## src/rtl/rf_param.sv

```systemverilog
// Parametrised register file: two addressed read ports, a fixed accumulator port,
// one write port and a hardware clear sweep. Define RF_BYPASS_EN for write-to-read bypass.
module rf_param #(
    parameter  int W       = 8,
    parameter  int DEPTH   = 16,
    parameter  int ACC_IDX = DEPTH - 1,
    localparam int AW      = $clog2(DEPTH)
) (
    input  logic          clk,
    input  logic          rst_n,
    input  logic          we,
    input  logic [AW-1:0] ptr_w,
    input  logic [W-1:0]  di,
    input  logic [AW-1:0] ptr_a,
    input  logic [AW-1:0] ptr_b,
    input  logic          clr_req,
    output logic [W-1:0]  do_a,
    output logic [W-1:0]  do_b,
    output logic [W-1:0]  do_acc,
    output logic          busy,
    output logic          clr_done
);

    typedef enum logic [1:0] {IDLE, SWEEP, DONE} state_t;

    localparam logic [AW:0]   DEPTH_EXT = (AW+1)'(DEPTH);
    localparam logic [AW-1:0] LAST_IDX  = AW'(DEPTH - 1);
    localparam logic [AW-1:0] ACC_PTR   = AW'(ACC_IDX);

    state_t        state_q, state_d;
    logic [AW-1:0] cnt_q, cnt_d;
    logic [W-1:0]  core_q [DEPTH];
    logic [W-1:0]  core_d [DEPTH];
    logic          wr_ok;
    logic [AW-1:0] rd_ptr  [3];
    logic [W-1:0]  rd_data [3];

    // Out-of-range write pointers only exist when DEPTH is not a power of two.
    assign wr_ok = we && (state_q != SWEEP) && ({1'b0, ptr_w} < DEPTH_EXT);

    always_ff @(posedge clk or negedge rst_n) begin
        if (!rst_n) begin
            state_q <= IDLE;
            cnt_q   <= '0;
        end else begin
            state_q <= state_d;
            cnt_q   <= cnt_d;
        end
    end

    always_comb begin
        state_d = state_q;
        cnt_d   = cnt_q;
        case (state_q)
            IDLE: begin
                if (clr_req) begin
                    state_d = SWEEP;
                    cnt_d   = '0;
                end
            end
            SWEEP: begin
                if (cnt_q == LAST_IDX) state_d = DONE;
                else                   cnt_d   = cnt_q + 1'b1;
            end
            DONE:    state_d = IDLE;
            default: state_d = IDLE;
        endcase
    end

    always_comb begin
        busy     = (state_q == SWEEP);
        clr_done = (state_q == DONE);
    end

    // A sweep and an accepted write never coincide, so the order below is free.
    always_comb begin
        for (int i = 0; i < DEPTH; i++) core_d[i] = core_q[i];
        if (state_q == SWEEP) core_d[cnt_q] = '0;
        if (wr_ok)            core_d[ptr_w] = di;
    end

    always_ff @(posedge clk or negedge rst_n) begin
        if (!rst_n) begin
            for (int i = 0; i < DEPTH; i++) core_q[i] <= '0;
        end else begin
            for (int i = 0; i < DEPTH; i++) core_q[i] <= core_d[i];
        end
    end

    always_comb begin
        rd_ptr[0] = ptr_a;
        rd_ptr[1] = ptr_b;
        rd_ptr[2] = ACC_PTR;
        for (int i = 0; i < 3; i++) begin
            rd_data[i] = '0;
            if ({1'b0, rd_ptr[i]} < DEPTH_EXT) rd_data[i] = core_q[rd_ptr[i]];
`ifdef RF_BYPASS_EN
            if (wr_ok && (rd_ptr[i] == ptr_w)) rd_data[i] = di;
`endif
        end
    end

    assign do_a   = rd_data[0];
    assign do_b   = rd_data[1];
    assign do_acc = rd_data[2];

endmodule
```

## config.mk

```make
export PLATFORM = sky130hd
export DESIGN_NAME = rf_param
export DESIGN_NICKNAME = d
export VERILOG_FILES = /design/src/rtl/rf_param.sv
export SDC_FILE = /design/constraint.sdc
export NUM_CORES = 1
export LEC_CHECK = 0
export CORE_MARGIN = 2
export CORE_UTILIZATION = 63
export CTS_BUF_LIST = sky130_fd_sc_hd__clkbuf_2
export DETAILED_ROUTE_END_ITERATION = 8
export DONT_BUFFER_PORTS = 1
export PLACE_DENSITY = 0.82
export SLEW_MARGIN = 30
export SYNTH_ARGS = -nofsm -noshare
export SYNTH_HDL_FRONTEND = slang
export SYNTH_SLANG_ARGS = --single-unit
```

## constraint.sdc

```tcl
create_clock -name clk -period 1.6 [get_ports clk]
set_input_delay 0.16 -clock clk [delete_from_list [all_inputs] [get_ports clk]]
set_output_delay 0.16 -clock clk [all_outputs]
set_load 0.01 [all_outputs]
```

-- Word-level counts from Yosys, hierarchy flattened
Index checks and enable logic that the tools add are counted.
- register bits after elaboration: 134
- bits in latches: 0
- memory bits (writable): 0
- ROM bits: 0
- input port bits: 24
- output and inout port bits: 26
- logic and storage cells: 64
- memories: 0
- add/sub/neg operators: 1
- multiply operators: 0
- divide/modulo/power cells: 0
- order comparisons: 6
- equal/unequal tests: 7
- shift-type cells: 0
- multiplexer cells: 19
- bitwise logic cells: 6
- reduce and logical (&&, ||, !) cells: 7
- operator list (operator ; count):
    $mux W128 ; 2
    $and A128 B128 Y128 ; 1
    $bwmux W128 ; 1
    $not A128 Y128 ; 1
    $bmux W8 S4 ; 2
    $demux W8 S4 ; 2
    $mux W8 ; 6
    $ge A5 B5 Y1 const B ; 4
    $not A4 Y5 ; 4
    $lt A5 B1 Y1 const B ; 2
    $mux W4 ; 2
    $pmux W4 S2 ; 1
    $add A4 B1 Y4 const B ; 1
    $eq A4 B4 Y1 const B ; 1
    $mux W2 ; 2
    $ne A2 B1 Y1 const B ; 2
    $ne A2 B2 Y1 const B ; 2
    $pmux W2 S2 ; 1
    $logic_and A1 B1 Y1 ; 3
    $reduce_and A3 Y1 ; 1
    $eq A2 B1 Y1 const B ; 1
    $eq A2 B2 Y1 const B ; 1
    $logic_not A2 Y1 ; 1
    $reduce_and A2 Y1 ; 1
    $reduce_bool A2 Y1 ; 1

-- Logic depth before layout (Yosys ltp)
Gate-level depths: netlist (run 1).
- depth in word-level cells: 10
- depth in mapped cells: 6

-- Least setup slack after synthesis (run 1)
Ideal clock, no wire load.
- kind: reg-to-reg
- from: register cnt_q[2]
- to: register core_q[112] (netlist name)
- library setup time: 0.137 ns
- arrival time: 1.327 ns
- data required time: 1.463 ns
- setup slack: 0.136 ns
- cell stages (with the launch flop): 5
- path buffers: 1
- period minus slack after synthesis: 1.464 ns
- path through: dfrtp_1 or4b_4 buf_6 o21ai_1 mux2i_1
- RTL lines (element ; line ; text):
    start, declared ; 31 ; logic [AW-1:0] cnt_q, cnt_d;
    start signal, assigned ; 47 ; cnt_q <= cnt_d;
    end, declared ; 32 ; logic [W-1:0] core_q [DEPTH];

-- Final worst setup path (run 1)
- from: register core_q[120] (netlist name)
- to: output port do_b[0]
- word-level cells in the longest chain between the ends: 3
- ends and longest elaborated chain (element ; line ; text):
    $bmux W8 S4 ; 96 ; if ({1'b0, rd_ptr[i]} < DEPTH_EXT) rd_data[i] = core_q[rd_ptr[i]];
    $mux W8 (not written as such) (2 in series) ; 96 ;
    end, declared ; 18 ; output logic [W-1:0] do_b,
No other way between the ends. The select of a mux whose other input is x is not followed.

==> metrics.txt, run 1 <==
core area 12670 sq um; Area Growth Syn to Fin 10.73%; Clock Path Buffers 2; CP Launch Type flip-flop; Setup Skew 0.02502 ns; vias in the first global route 6253; Clock Tree Root clkbuf_2; post-route cell area 9079 sq um; mapped cell area 8199 sq um; row count a little over 40; syn_area_per_cell 12.59 sq um; Total Power 14.76 mW; WP data arrival around 2.1 ns; Top-Level Pins 50; Hold Buf Count CTS 15; dominant synthesized flop cell dfrtp_1; Async SR Flop Fraction 1.000; WHS -0.9369 ns; XOR/XNOR Fraction of Synth Area 0; clock slew at reported path FFs 0.18 ns; final worst path period need 2.272 ns; Final Slew Violations 0; placed inst area 8269 sq um; number of synthesized flops with an enable pin 0; Worst slew margin 0.3314; Synth area leader dfrtp_1; top-area cell type share of the netlist area 0.4090; GPL Wtd Cong 0.8011; most frequent cells in the layout 128 x mux2i_1, 124 x dfrtp_1, 74 x o21ai_0; initial antenna violation count 1; Die X-Extent 118.1 um; max cap viols 0; compound-cell area share of the yosys netlist 0.1120; CP startpoint core_q[120]; Post-Syn Instances approximately 650; Crit Path Class flip-flop to output port; Final #Nets 684; CTS H-tree lvls 4; routed vias 6339; Total GRT Usage 0.3322; fmax 0.4402 GHz; Worst-Margin Slew 0.9996 ns; Die ar. 13940 sq um; most common cell after layout, fill and taps aside mux2i_1; clk_lat worst skew between 0.7 and 0.8 ns; leakage roughly 4.6 nW; Die H about 120 um; P per Cell Area 1626 nW/um^2; initial core utilization 0.6471; synthesized net count around 680; Setup WS pre-CTS 0.04074 ns; vias per cell 7.546; Synth Area in Adders 0.006104; Crit path required time 1.44 ns; Yosys reg bits 134; GRT overflow 0; unrepaired setup endpoints after global routing true; DR iter-0 viols about 1100; DR DRC count 0; Worst Hold Class input pin to asynchronous set/reset pin; First-pass DRT Iterations 6; largest net degree at the start of global routing 135; CP Capture Type output port; first-pass GRT wire length 35.03 mm; final wirelength 23.87 mm; DRT antenna net count 0; Crit Path Max Fanout 3; WL/cell around 28 um; total CTS buffers 17; sequential area share after synthesis 0.4090; Yosys Warn Count 0; R2R Setup Slk -0.06 ns; R2R cell count 4; main combinational cell family by area after synthesis multiplexers; final period utilization 1.420; Synth Area in Simple Gates 0.06104; setup TNS -10.09 ns; Final Hold Vio Count 134; share of cells above drive strength 1 0.2789; main area contributors after synthesis dfrtp_1 41%, mux2i_1 16%, mux4_2 9.6%, mux4_1 9.0%, o21ai_0 6.1%; violated checks negative hold slack, negative setup slack; maximum VDD drop ~1.1 mV; worst r2r dst core_q[108]; Unique masters post-synth 40; post-synthesis mux area share 0.3466; clk sinks 134; Reg2Reg Launch Point state_q[1]; outcome finished with violations; CTS tree built; port bufs 0; setup violators final 29; detailed placement HPWL 13.50 mm; Final WS setup -0.6719 ns
[what timing repair did]
action | 4_1_cts | 5_1_grt
pin swaps | 21 | 14
buffers inserted | 3 | 6
gates resized for setup | 59 | 65
endpoints found under the setup margin | 18 | 104
endpoints found under the hold margin | 267 | 134
cloned | 1 | 8
[registers in the layout, summed over array words and instances (netlist names)]
register,flops
cnt_q,4
core_q,120
state_q,2
do_acc,8
[area by class of cell]
class                           count  area (sq um)
Tap cell                          172         215.2
Antenna cell                        1         2.502
Multi-Input combinational cell    430          4594
Fill cell                         840          3592
Sequential cell                   134          3366
Clock inverter                      9         38.79
Inverter                           16         72.57
Clock buffer                       21         105.1
Timing Repair Buffer               57         684.4
[synthesized netlist by cell type (2+ instances only)]
cell type	number
a21oi_1	2
a22oi_1	32
and2_1	2
and3_1	2
and3b_1	3
buf_1	2
buf_12	2
buf_2	8
buf_4	19
buf_6	7
clkbuf_1	31
clkdlybuf4s25_2	3
dfrtp_1	134
ha_1	4
inv_1	16
mux2i_1	128
mux4_1	28
mux4_2	35
nand2_1	16
nand4_2	3
nand4_4	5
nand4b_1	10
nand4bb_1	3
nor2_1	5
nor2b_1	4
nor3b_1	4
o21ai_0	100
o21ai_1	29
o31ai_1	2
or3_1	2
[critical path, cell delays in order (launching register included)]
cell	delay (ns)
dfrtp_1	0.44
mux4_4	0.60
a22oi_2	0.21
nand2_2	0.10
[routing by layer]
metal	share of wire	wire [um]	global-route usage	vias to the layer above
met1	0.36	8488	0.4380	3177
met4	0.038	914	0.1446	0
met2	0.48	11490	0.5199	537
li1	-	-	-	2521
met3	0.12	2976	0.09157	104
met5	0	0	0	-
[cells by family (layout without fill, tap and decap cells)]
logic type / Yosys count / after routing
AOI/OAI and AO/OA: 166 / 166
other: 0 / 1
adders and majority gates: 4 / 4
and+or+nand+nor: 64 / 67
buffers and inverters: 90 / 103
muxes: 193 / 193
DFF: 134 / 134
[power by group]
| group | internal, mW | total (mW) | switching (mW) |
|---|---|---|---|
| Sequential | 4.89 | 6.10 | 1.22 |
| Clock | 0.377 | 1.55 | 1.17 |
| Combinational | 3.32 | 7.11 | 3.78 |
| Total | 8.58 | 14.8 | 6.18 |
[how the worst max path moves through the flow]
stage	endpoint	slack, ns	cells past startpoint
after global placement	core_q[127]	0.08	3
final	do_b[0]	-0.67	3
after floorplan	core_q[112]	0.14	4
after global routing	do_b[5]	-0.73	3
after detailed placement	do_acc[6]	0.04	4
after CTS	do_b[0]	-0.67	3
[metrics by stage]
stage / cells / util
after floorplan: 651 / -
after global placement: 778 / 0.6526
after detailed placement: 778 / 0.6526
after CTS: 827 / 0.6942
after global routing: 840 / 0.7165
final: 840 / 0.7165
Note: power is estimated with default switching activity, not from simulation.
==> run 2, diff against run 1 <==
--- a/config.mk
+++ b/config.mk
@@ -8,6 +8,7 @@
 export CORE_MARGIN = 2
 export CORE_UTILIZATION = 63
 export CTS_BUF_LIST = sky130_fd_sc_hd__clkbuf_2
+export CTS_CLUSTER_DIAMETER = 30
 export DETAILED_ROUTE_END_ITERATION = 8
 export DONT_BUFFER_PORTS = 1
 export PLACE_DENSITY = 0.82
==> results of run 2 <==
No change in the layout: final DEF, timing and power equal those of run 1.
